**src/rtl/ps2_host_tx_pkg.sv**
```systemverilog
`default_nettype none
// +--------------------------------------------------------------------+
// | ps2_host_tx_pkg : states and command codes for the PS/2 host TX    |
// | Rev 1.0                                                            |
// +--------------------------------------------------------------------+
package ps2_host_tx_pkg;

    typedef enum logic [2:0] {
        ST_IDLE      = 3'd0,
        ST_INHIBIT   = 3'd1,
        ST_REQ       = 3'd2,
        ST_DATA      = 3'd3,
        ST_PARITY    = 3'd4,
        ST_STOP      = 3'd5,
        ST_WAIT_IDLE = 3'd6
    } state_e;

    localparam logic [7:0] PS2_CMD_SET_LED = 8'hED;
    localparam logic [7:0] PS2_CMD_RESET   = 8'hFF;
    localparam logic [7:0] PS2_ACK_BYTE    = 8'hFA;

    // Odd parity across data plus parity bit
    function automatic logic odd_parity(input logic [7:0] d);
        return ~^d;
    endfunction

endpackage
`default_nettype wire

```
**src/rtl/ps2_host_tx_line_sync.sv**
```systemverilog
`default_nettype none
// +--------------------------------------------------------------------+
// | ps2_host_tx_line_sync : synchronises ps2_clk/ps2_data, flags falls  |
// | Rev 1.0                                                            |
// +--------------------------------------------------------------------+
module ps2_host_tx_line_sync (
    input  logic clk,
    input  logic clrn,
    input  logic ps2_clk_i,
    input  logic ps2_data_i,
    output logic clk_s_o,
    output logic data_s_o,
    output logic clk_fall_o
);

    // Reset to 1 so an idle bus never produces a spurious fall after reset
    logic [2:0] clk_q;
    logic [1:0] data_q;

    always_ff @(posedge clk or negedge clrn) begin
        if (!clrn) begin
            clk_q  <= 3'b111;
            data_q <= 2'b11;
        end else begin
            clk_q  <= {clk_q[1:0], ps2_clk_i};
            data_q <= {data_q[0], ps2_data_i};
        end
    end

    assign clk_s_o    = clk_q[1];
    assign data_s_o   = data_q[1];
    assign clk_fall_o = clk_q[2] & ~clk_q[1];

endmodule
`default_nettype wire

```
**src/rtl/ps2_host_tx.sv**
```systemverilog
`default_nettype none
// +--------------------------------------------------------------------+
// | ps2_host_tx : PS/2 host-to-device command byte transmitter         |
// | Rev 1.0                                                            |
// +--------------------------------------------------------------------+
module ps2_host_tx
    import ps2_host_tx_pkg::*;
#(
    parameter int INHIBIT_CYCLES = 5000,
    parameter int TIMEOUT_CYCLES = 750000
) (
    input  logic       clk,
    input  logic       clrn,
    input  logic [7:0] tx_data,
    input  logic       tx_valid,
    output logic       tx_ready,
    input  logic       ps2_clk_in,
    input  logic       ps2_data_in,
    output logic       ps2_clk_oe,
    output logic       ps2_data_oe,
    output logic       busy,
    output logic       done,
    output logic       ack_err,
    output logic       timeout
);

    localparam int INH_W = $clog2(INHIBIT_CYCLES + 1);
    localparam int TMO_W = $clog2(TIMEOUT_CYCLES + 1);
    localparam logic [INH_W-1:0] INH_LAST = INH_W'(INHIBIT_CYCLES - 1);
    localparam logic [TMO_W-1:0] TMO_LAST = TMO_W'(TIMEOUT_CYCLES - 1);

    state_e           state_q, state_d;
    logic [INH_W-1:0] inh_q, inh_d;
    logic [TMO_W-1:0] tmo_q, tmo_d;
    logic [3:0]       bit_q, bit_d;
    logic [8:0]       shift_q, shift_d;
    logic             done_q, done_d;
    logic             err_q, err_d;
    logic             tout_q, tout_d;

    logic clk_s, data_s, clk_fall;

    ps2_host_tx_line_sync u_sync (
        .clk        (clk),
        .clrn       (clrn),
        .ps2_clk_i  (ps2_clk_in),
        .ps2_data_i (ps2_data_in),
        .clk_s_o    (clk_s),
        .data_s_o   (data_s),
        .clk_fall_o (clk_fall)
    );

    always_ff @(posedge clk or negedge clrn) begin
        if (!clrn) begin
            state_q <= ST_IDLE;
            inh_q   <= '0;
            tmo_q   <= '0;
            bit_q   <= '0;
            shift_q <= '0;
            done_q  <= 1'b0;
            err_q   <= 1'b0;
            tout_q  <= 1'b0;
        end else begin
            state_q <= state_d;
            inh_q   <= inh_d;
            tmo_q   <= tmo_d;
            bit_q   <= bit_d;
            shift_q <= shift_d;
            done_q  <= done_d;
            err_q   <= err_d;
            tout_q  <= tout_d;
        end
    end

    always_comb begin
        state_d     = state_q;
        inh_d       = inh_q;
        tmo_d       = tmo_q;
        bit_d       = bit_q;
        shift_d     = shift_q;
        done_d      = 1'b0;
        err_d       = 1'b0;
        tout_d      = 1'b0;
        ps2_clk_oe  = 1'b0;
        ps2_data_oe = 1'b0;

        case (state_q)
            ST_IDLE: begin
                if (tx_valid) begin
                    state_d = ST_INHIBIT;
                    inh_d   = '0;
                    shift_d = {odd_parity(tx_data), tx_data};
                end
            end
            ST_INHIBIT: begin
                ps2_clk_oe = 1'b1;
                if (inh_q == INH_LAST) begin
                    ps2_data_oe = 1'b1;
                    state_d     = ST_REQ;
                    tmo_d       = '0;
                end else begin
                    inh_d = inh_q + 1'b1;
                end
            end
            ST_REQ: begin
                ps2_data_oe = 1'b1;
                if (clk_fall) begin
                    state_d = ST_DATA;
                    bit_d   = '0;
                end
            end
            ST_DATA: begin
                ps2_data_oe = ~shift_q[0];
                if (clk_fall) begin
                    shift_d = shift_q >> 1;
                    if (bit_q == 4'd7) state_d = ST_PARITY;
                    else               bit_d   = bit_q + 1'b1;
                end
            end
            ST_PARITY: begin
                ps2_data_oe = ~shift_q[0];
                if (clk_fall) state_d = ST_STOP;
            end
            ST_STOP: begin
                if (clk_fall) begin
                    done_d  = ~data_s;
                    err_d   = data_s;
                    state_d = ST_WAIT_IDLE;
                end
            end
            ST_WAIT_IDLE: begin
                if (clk_s && data_s) state_d = ST_IDLE;
            end
            default: state_d = ST_IDLE;
        endcase

        // Timeout overrides any bit progress, but an ACK on the same cycle wins
        if (state_q inside {ST_REQ, ST_DATA, ST_PARITY, ST_STOP}) begin
            if (tmo_q == TMO_LAST) begin
                if (!(state_q == ST_STOP && clk_fall)) begin
                    tout_d  = 1'b1;
                    state_d = ST_WAIT_IDLE;
                end
            end else begin
                tmo_d = tmo_q + 1'b1;
            end
        end
    end

    assign tx_ready = (state_q == ST_IDLE);
    assign busy     = (state_q != ST_IDLE);
    assign done     = done_q;
    assign ack_err  = err_q;
    assign timeout  = tout_q;

endmodule
`default_nettype wire

```
**config.mk**
```make
export PLATFORM = sky130hd
export DESIGN_NAME = ps2_host_tx
export DESIGN_NICKNAME = d
export VERILOG_FILES = /design/src/rtl/ps2_host_tx_pkg.sv /design/src/rtl/ps2_host_tx_line_sync.sv /design/src/rtl/ps2_host_tx.sv
export SDC_FILE = /design/constraint.sdc
export NUM_CORES = 1
export LEC_CHECK = 0
export ABC_CLOCK_PERIOD_IN_PS = 2250
export CELL_PAD_IN_SITES_DETAIL_PLACEMENT = 1
export CELL_PAD_IN_SITES_GLOBAL_PLACEMENT = 1
export CORE_MARGIN = 3
export CORE_UTILIZATION = 41
export DETAILED_ROUTE_END_ITERATION = 10
export PLACE_DENSITY = 0.77
export SYNTH_ARGS = -nofsm -noshare
export SYNTH_HDL_FRONTEND = slang
export SYNTH_SLANG_ARGS = --single-unit
export TNS_END_PERCENT = 1
```
**constraint.sdc**
```tcl
create_clock -name clk -period 2.25 [get_ports clk]
set_input_delay 0.3375 -clock clk [delete_from_list [all_inputs] [get_ports clk]]
set_output_delay 0.3375 -clock clk [all_outputs]
set_load 0.005 [all_outputs]
```
==> flow_metrics.tcl, run 1 <==
set metrics [dict create \
    hold_end "u_sync.clk_q[1]$_DFF_PN1_" \
    fin_setup_tns_ns -0.146 \
    regArea_sq_um 1430 \
    cp-end-kind "flop" \
    syn2layout_area_growth_pct 25.1 \
    gp_congestion 0.802 \
    synth.distinct_cells 48 \
    first_pass_iters 4 \
    muxShareOfSynthArea 0.0494 \
    clock_sinks 57 \
    slew_viol_final 0 \
    synth_compound_area_frac 0.0980 \
    max_freq_mhz 434 \
    clk_latency_ns 0.34 \
    violations "setup timing" \
    die_area_sq_um 8080 \
    finalHoldViolCount 0 \
    finalCritPeriodShare 1.02 \
    drtIter0Drc 92 \
    hp-class "flop to flop" \
    boundaryPins 20 \
    core_sq_um 6570 \
    via_per_inst 5.40 \
    synthAdderAreaFrac 0.0130 \
    nets 359 \
    finClkSkew_ns 0.00847 \
    holdWs_ns 0.358 \
    clk_pin_slew_ns 0.07 \
    cts_tree "done" \
    tightest_slew_ns 0.578 \
    drc_errors 0 \
    postRouteAntennaNets 0 \
    setup_viol 4 \
    syn-num-nets 308 \
    power_density_nw_per_um2 797 \
    reg2regPathDepth 5 \
    period_needed_ns 2.30 \
    min_path_cells 0 \
    root_buffer "clkbuf_8" \
    peakVddDrop_mv 0.387 \
    ys_ff_latch 57 \
    reg2reg_from "tmo_q[10]$_DFF_PN0_" \
    avgRoutedWirePerCell_um 15.5 \
    wl_um 6820 \
    hpwlAfterDp_um 4870 \
    grt_usage 0.184 \
    crit_required_ns 2.46 \
    slew_headroom 0.615 \
    synth-simple-area-share 0.248 \
    avgSynthCellArea_sq_um 9.89 \
    r2r-end "state_q[0]$_DFF_PN0_" \
    initial_core_util 0.440 \
    arrival_ns 2.51 \
    synth-xor-area-share 0.0698 \
    placed_area_sq_um 3350 \
    drive_gt1_frac 0.190 \
    synth_top_family_by_area "simple AND/OR/NAND/NOR gates" \
    routed-via-count 2381 \
    synth-edff-count 0 \
    async_reset_ff_frac 1.00 \
    nFillCells 747 \
    rsz0062_at_grt "yes" \
    grt_overflow_total 0 \
    numCtsBuffers 9 \
    yosys_most_used_dff "dfrtp_1" \
    synth-seq-area-share 0.496 \
    critPathMaxFanout 3 \
    grt_antenna_before_repair 0 \
    grt_pass1_vias 2429 \
    io_buffer_count 19 \
    grt_pass1_wl_um 12000 \
    hp-start "u_sync.clk_q[0]$_DFF_PN1_" \
    syn_area_sq_um 2890 \
    multiInputGateArea_sq_um 1400 \
    worst_slack_ns -0.0528 \
    status "complete, but fails checks" \
    worstSetupStartpointType "flop" \
    grt_max_degree 36 \
    maxCapViolations 0 \
    cts.path.max_buffers 2 \
    insertedDiodeCount 0 \
    postLayoutCellArea_sq_um 3610 \
    ys.warnings.count 0 \
    die_width_um 89.9 \
    cts_max_level 3 \
    die_h_um 89.9 \
    pre_cts_slack_ns -0.0288 \
    path_class "flop to flop" \
    leakagePower_uw 0.00163 \
    ff2ff_setup_slack_ns -0.05 \
    core.rowCount 29 \
    syn_inst 292 \
]
[logic make-up (layout without fill, tap and decap cells)]
logic type,Yosys count,in the layout
flops,57,57
simple gates,136,136
fa+ha+maj,3,3
buf+inv,14,70
mux,14,14
xor+xnor,23,23
compound gates,45,45
[sequential cells by signal, indices dropped and copies added (netlist names)]
name / cells
state_q: 3
u_sync.clk_q: 3
bit_q: 4
ack_err: 1
u_sync.data_q: 2
tmo_q: 20
done: 1
timeout: 1
shift_q: 9
inh_q: 13
[what timing repair did]
action | 4_1_cts | 5_1_grt
endpoints found under the setup margin | 8 | 13
hold buffers | 1 | 0
setup buffers | 0 | 0
resized for setup | 2 | 5
endpoints found under the hold margin | 1 | 0
pin swaps | 0 | 2
[per-layer routing]
metal  track usage  vias to the layer above  share of wire
met5             0                        -              0
li1              -                     1143              -
met2         0.292                       31           0.47
met4        0.0689                        0          0.016
met1         0.243                     1198           0.48
met3        0.0476                        9          0.035
[cell type report]
cell class,instances,share of cell area
sequential,57,0.397
multi-input combinational,221,0.388
timing repair buffer,46,0.112
clock buffer,11,0.0419
tap,93,0.0322
clock inverter,5,0.0215
inverter,8,0.00831
[cells in the mapped netlist, types with 4 or more instances]
cell type	count	area [sq um]
dfrtp_1	52	1300
nor2_1	38	143
nand2_1	28	105
nand3_1	21	105
a21oi_1	14	70.1
o21ai_0	13	65.1
mux2i_1	12	120
xor2_1	12	105
nand4_1	11	68.8
xnor2_1	11	96.3
inv_1	8	30.0
dfstp_2	5	131
a22o_1	4	35.0
and3_1	4	25.0
clkbuf_1	4	15.0
nor3_1	4	20.0
nor4_1	4	25.0
or3_1	4	25.0
[how the worst max path moves through the flow]
stage | from | end | slack [ns] | cells after the start
6_report | tmo_q[10]$_DFF_PN0_ | state_q[0]$_DFF_PN0_ | -0.05 | 5
5_1_grt | tmo_q[10]$_DFF_PN0_ | state_q[0]$_DFF_PN0_ | -0.13 | 5
4_1_cts | tmo_q[10]$_DFF_PN0_ | state_q[0]$_DFF_PN0_ | -0.05 | 5
3_5_place_dp | tmo_q[10]$_DFF_PN0_ | state_q[0]$_DFF_PN0_ | -0.03 | 5
3_3_place_gp | tmo_q[10]$_DFF_PN0_ | state_q[0]$_DFF_PN0_ | -0.006 | 5
2_1_floorplan | tmo_q[9]$_DFF_PN0_ | state_q[0]$_DFF_PN0_ | -0.01 | 5
[cells in the final DEF, fill, tap and decap left out, drive strengths merged, types with 3 or more instances in the layout]
master          n
nor4            5
nand4          11
ha              3
and4            3
a22o            4
buf            27
or3             4
dfstp           5
xnor2          11
nor2           38
and3            4
o21ai          14
xor2           12
nor3            4
inv             8
or4b            3
nand2          28
a21oi          15
nand3          21
dfrtp          52
mux2i          12
clkdlybuf4s50  17
nor2b           3
clkbuf         11
[worst max-delay path, cell delays in order, from the launching register on]
cell,delay (ns)
dfrtp_1,0.38
or4b_1,0.51
or4b_4,0.51
or4_4,0.55
a21oi_4,0.15
a311oi_1,0.07
[through the flow]
stage | total power (uW) | std cells | util
2_1_floorplan | 1560 | 292 | -
3_3_place_gp | 1740 | 424 | 0.511
3_5_place_dp | 1770 | 424 | 0.511
4_1_cts | 2900 | 441 | 0.547
5_1_grt | 3040 | 441 | 0.550
6_report | 2880 | 441 | 0.550
[power by group]
part | internal [uW] | leakage [uW] | switching [uW] | total [uW]
sequential | 1180 | 0.000735 | 112 | 1290
clock | 680 | 0.000115 | 419 | 1100
combinational | 235 | 0.000778 | 252 | 487
(Power assumes the default switching activity.)
==> run 2, diff against run 1 <==
Settings changed: CORE_MARGIN 3 to unset, CTS_CLUSTER_DIAMETER set to 30.
==> run 2 against run 1 <==
  * Register-to-register slack hardly changed
  * Combinational power is 4% lower
  * Non-clock buffer count is 5 lower
  * The run still ends with setup timing left
  * Cell count is 0.68% lower
  * First-iteration DRC count is 43% higher
  * Sequential power hardly changed
  * Routed wire length is 2.3% higher
  * Via count is 0.21% higher
  * Largest power group unchanged
  * Power is 5.0% lower
==> flow_metrics.tcl, run 2 (synthesis gave the netlist of run 1 again) <==
set metrics [dict create \
    status "complete, but fails checks" \
    violations "setup timing" \
    root_buffer "clkbuf_8" \
    grt_max_degree 33 \
    worstSetupStartpointType "flop" \
    core.rowCount 30 \
    clk_latency_ns 0.34 \
    via_per_inst 5.45 \
    cts_hold_buf 0 \
    setup_viol 3 \
    clock_sinks 57 \
    cp-end-kind "flop" \
    insertedDiodeCount 0 \
    worst_slack_ns -0.0652 \
    nets 354 \
    initial_core_util 0.425 \
    finalHoldViolCount 0 \
    grt_usage 0.213 \
    top_register "tmo_q" \
    placed_area_sq_um 3330 \
    postRouteAntennaNets 0 \
    ff2ff_setup_slack_ns -0.07 \
    drtIter0Drc 132 \
    die_h_um 85.9 \
    r2r-end "state_q[1]$_DFF_PN0_" \
    syn2layout_area_growth_pct 23.1 \
    rsz0062_at_grt "yes" \
    drc_errors 0 \
    cts_tree "done" \
    die_area_sq_um 7380 \
    clk_pin_slew_ns 0.06 \
    tightest_slew_ns 0.632 \
    core_sq_um 6790 \
    postLayoutCellArea_sq_um 3550 \
    layout.cells.non_filler 438 \
    hpwlAfterDp_um 5080 \
    io_buffer_count 19 \
    peakVddDrop_mv 0.330 \
    power_density_nw_per_um2 769 \
    cts_max_level 3 \
    finClkSkew_ns 0.00676 \
    place_inst 423 \
    gp_congestion 0.771 \
    hp-class "primary input to async pin" \
    grt_pass1_vias 2463 \
    pre_cts_slack_ns -0.0511 \
    boundaryPins 20 \
    slew_headroom 0.579 \
    slew_viol_final 0 \
    leakagePower_uw 0.00159 \
    routed-via-count 2386 \
    largest_register_ffs 20 \
    final_cell_mix "dfrtp_1 (52), nor2_1 (37), nand2_1 (28), nand3_1 (21), buf_4 (21)" \
    reg2reg_from "tmo_q[6]$_DFF_PN0_" \
    critPathMaxFanout 3 \
    p_total_uw 2730 \
    reg2regPathDepth 5 \
    finalCritPeriodShare 1.03 \
    cts.path.max_buffers 2 \
    grt_pass1_wl_um 12100 \
    path_class "flop to flop" \
    nFillCells 778 \
    numCtsBuffers 9 \
    period_needed_ns 2.32 \
    layout_commonest_cell "dfrtp_1" \
    drive_gt1_frac 0.175 \
    crit_required_ns 2.53 \
    die_width_um 85.9 \
    wl_um 6970 \
    arrival_ns 2.59 \
    first_pass_iters 4 \
    fin_setup_tns_ns -0.153 \
    reg_top3 "tmo_q x20, inh_q x13, shift_q x9" \
    avgRoutedWirePerCell_um 15.9 \
    max_freq_mhz 432 \
    grt_antenna_before_repair 0 \
    grt_overflow_total 0 \
    maxCapViolations 0 \
]
## run 2: power breakdown
part           switching, uW  internal (uW)
registers                123           1180
logic                    248            220
clock network            400            562
## run 2: timing repair
action / CTS / global route
setup endpoints to repair: 8 / 9
setup buffers: 0 / 0
pin swaps: 2 / 2
resized for setup: 5 / 3
## run 2: per-layer routing
layer,vias up,GRT usage,wire [um]
li1,1132,-,-
met3,8,0.0587,215
met5,-,0,0
met1,1214,0.263,3100
met2,32,0.364,3600
met4,0,0.0606,65
## run 2: cell type report
cell class	count	area, sq um	share of cell area
sequential	57	1430	0.403
multi-input combinational	221	1410	0.397
timing repair buffer	41	364	0.102
clock buffer	12	155	0.0436
tap	96	120	0.0338
clock inverter	3	40.0	0.0113
inverter	8	30.0	0.00845
## run 2: worst max-delay path, cell delays in order (launching register included)
cell and delay, ns:
dfrtp_1 0.37, or4b_1 0.53, or4b_4 0.52, or4_4 0.55, a21oi_4 0.16, or3_1 0.12
## run 2: how the worst max path moves through the flow
| stage | from | slack [ns] | end |
|---|---|---|---|
| after floorplan | tmo_q[9]$_DFF_PN0_ | -0.01 | state_q[0]$_DFF_PN0_ |
| after global placement | tmo_q[10]$_DFF_PN0_ | -0.002 | state_q[0]$_DFF_PN0_ |
| after detailed placement | tmo_q[10]$_DFF_PN0_ | -0.05 | state_q[0]$_DFF_PN0_ |
| after CTS | tmo_q[6]$_DFF_PN0_ | -0.06 | state_q[0]$_DFF_PN0_ |
| after global routing | tmo_q[6]$_DFF_PN0_ | -0.12 | state_q[1]$_DFF_PN0_ |
| final | tmo_q[6]$_DFF_PN0_ | -0.07 | state_q[1]$_DFF_PN0_ |
## run 2: stage by stage
step	utilization	hold WS (ns)
floorplan	-	0.0419
global placement	0.490	0.351
detailed placement	0.490	0.356
CTS	0.521	0.0227
global route	0.523	0.0570
finish	0.523	0.0118
==> run 3, diff against run 2 <==
Settings changed: CORE_MARGIN set to 2, CTS_CLUSTER_SIZE set to 24.
==> run 3 against run 2 <==
  * The flow still finishes with violations (setup timing)
  * Sequential cell count unchanged
  * Die area increased by 4.7%
  * Worst setup slack improved by 0.019 ns
  * Clock power decreased by 8.5%
  * First-iteration DRC count down 50%
  * Critical path type unchanged
  * Critical endpoint unchanged
  * Largest power group unchanged
  * Highest routed layer unchanged
==> flow_metrics.tcl, run 3 (synthesis gave the netlist of run 1 again) <==
set metrics [dict create \
    status "complete, but fails checks" \
    violations "setup timing" \
    path_class "flop to flop" \
    r2r-end "state_q[1]$_DFF_PN0_" \
    tightest_slew_ns 0.603 \
    worst_slack_ns -0.0462 \
    peakVddDrop_mv 0.396 \
    grt_max_degree 33 \
    top_register "tmo_q" \
    leakagePower_uw 0.00160 \
    root_buffer "clkbuf_8" \
    finalCritPeriodShare 1.02 \
    io_buffer_count 19 \
    drc_errors 0 \
    initial_core_util 0.425 \
    reg2regPathDepth 5 \
    finClkSkew_ns 0.0109 \
    fin_util 0.522 \
    insertedDiodeCount 0 \
    nets 357 \
    gp_congestion 0.886 \
    grt_usage 0.207 \
    grt_pass1_vias 2577 \
    period_needed_ns 2.30 \
    cp-end-kind "flop" \
    layout_commonest_cell "dfrtp_1" \
    clock_sinks 57 \
    power_density_nw_per_um2 753 \
    drtIter0Drc 66 \
    die_width_um 87.9 \
    critPathMaxFanout 3 \
    rsz0062_at_grt "yes" \
    numCtsBuffers 9 \
    postLayoutCellArea_sq_um 3550 \
    crit_required_ns 2.53 \
    die_h_um 87.9 \
    max_freq_mhz 435 \
    maxCapViolations 0 \
    ff2ff_setup_slack_ns -0.05 \
    syn2layout_area_growth_pct 22.8 \
    avgRoutedWirePerCell_um 16.3 \
    postRouteAntennaNets 0 \
    hp-class "primary input to async pin" \
    clk_latency_ns 0.34 \
    wl_um 7200 \
    first_pass_iters 4 \
    routed-via-count 2349 \
    core.rowCount 30 \
    cts_tree "done" \
    cts.path.max_buffers 2 \
    arrival_ns 2.57 \
    reg2reg_from "tmo_q[10]$_DFF_PN0_" \
    boundaryPins 20 \
    slew_viol_final 0 \
    grt_pass1_wl_um 12200 \
    core_sq_um 6790 \
    largest_register_ffs 20 \
    grt_overflow_total 0 \
    slew_headroom 0.598 \
    die_area_sq_um 7730 \
    reg_top3 "tmo_q x20, inh_q x13, shift_q x9" \
    via_per_inst 5.33 \
    cts_max_level 3 \
    pre_cts_slack_ns -0.0580 \
    final_cell_mix "dfrtp_1 (52), nor2_1 (37), nand2_1 (28), buf_4 (24), nand3_1 (21)" \
    drive_gt1_frac 0.188 \
    grt_antenna_before_repair 0 \
    clk_pin_slew_ns 0.07 \
    worstSetupStartpointType "flop" \
    setup_viol 3 \
    finalHoldViolCount 0 \
    placed_area_sq_um 3350 \
    hpwlAfterDp_um 5170 \
    fin_setup_tns_ns -0.115 \
]
==> run 3: cell types whose count changed in the layout (fill, tap and decap cells not counted), sizes merged <==
cell and change:
clkbuf +1, clkinv +1, bufinv -1, dlygate4sd2 -1
buf +3
==> run 3: what timing repair did <==
item | CTS | global route
endpoints found under the setup margin | 6 | 10
pin swaps | 1 | 1
hold buffers | 0 | 0
buffers inserted | 0 | 0
gates resized for setup | 2 | 7
==> run 3: cell type report <==
class                      count  area [sq um]
clock buffer                  12           165
clock inverter                 3          15.0
multi-input combinational    221          1400
timing repair buffer          44           383
tap                           96           120
inverter                       8          30.0
sequential                    57          1430
fill                         761          3250
==> run 3: worst max-delay path by stage <==
stage / startpoint / end / slack, ns / cells past startpoint
floorplan: tmo_q[9]$_DFF_PN0_ / state_q[0]$_DFF_PN0_ / -0.01 / 5
global placement: tmo_q[10]$_DFF_PN0_ / state_q[0]$_DFF_PN0_ / -0.007 / 5
detailed placement: tmo_q[10]$_DFF_PN0_ / state_q[0]$_DFF_PN0_ / -0.06 / 5
CTS: tmo_q[9]$_DFF_PN0_ / state_q[1]$_DFF_PN0_ / -0.07 / 5
global route: tmo_q[9]$_DFF_PN0_ / state_q[0]$_DFF_PN0_ / -0.11 / 5
finish: tmo_q[10]$_DFF_PN0_ / state_q[1]$_DFF_PN0_ / -0.05 / 5
==> run 3: where the power goes <==
group	internal [uW]	leakage (uW)	switching (uW)
clock	477	0.0000980	402
sequential	1180	0.000735	123
combinational	231	0.000763	255
total	1890	0.00160	779
==> run 3: layer usage <==
layer	wire length [um]	share of wire	global-route usage	vias to the layer above
li1	-	-	-	1136
met3	198	0.027	0.0707	11
met5	0	0	0	-
met4	84	0.012	0.0587	0
met2	3570	0.50	0.338	24
met1	3350	0.47	0.261	1178
==> run 3: critical path: stages (launching register included) <==
cell     delay [ns]
dfrtp_1        0.37
or4b_1         0.52
or4b_4         0.52
or4_4          0.56
a21oi_4        0.15
or3_1          0.12
==> run 3: metrics by stage <==
stage | std cells | hold slack [ns] | power [uW]
floorplan | 292 | 0.0419 | 1560
CTS | 441 | 0.00797 | 2690
detailed placement | 426 | 0.347 | 1790
finish | 441 | 0.000809 | 2670
global placement | 426 | 0.350 | 1750
global route | 441 | 0.0198 | 2830
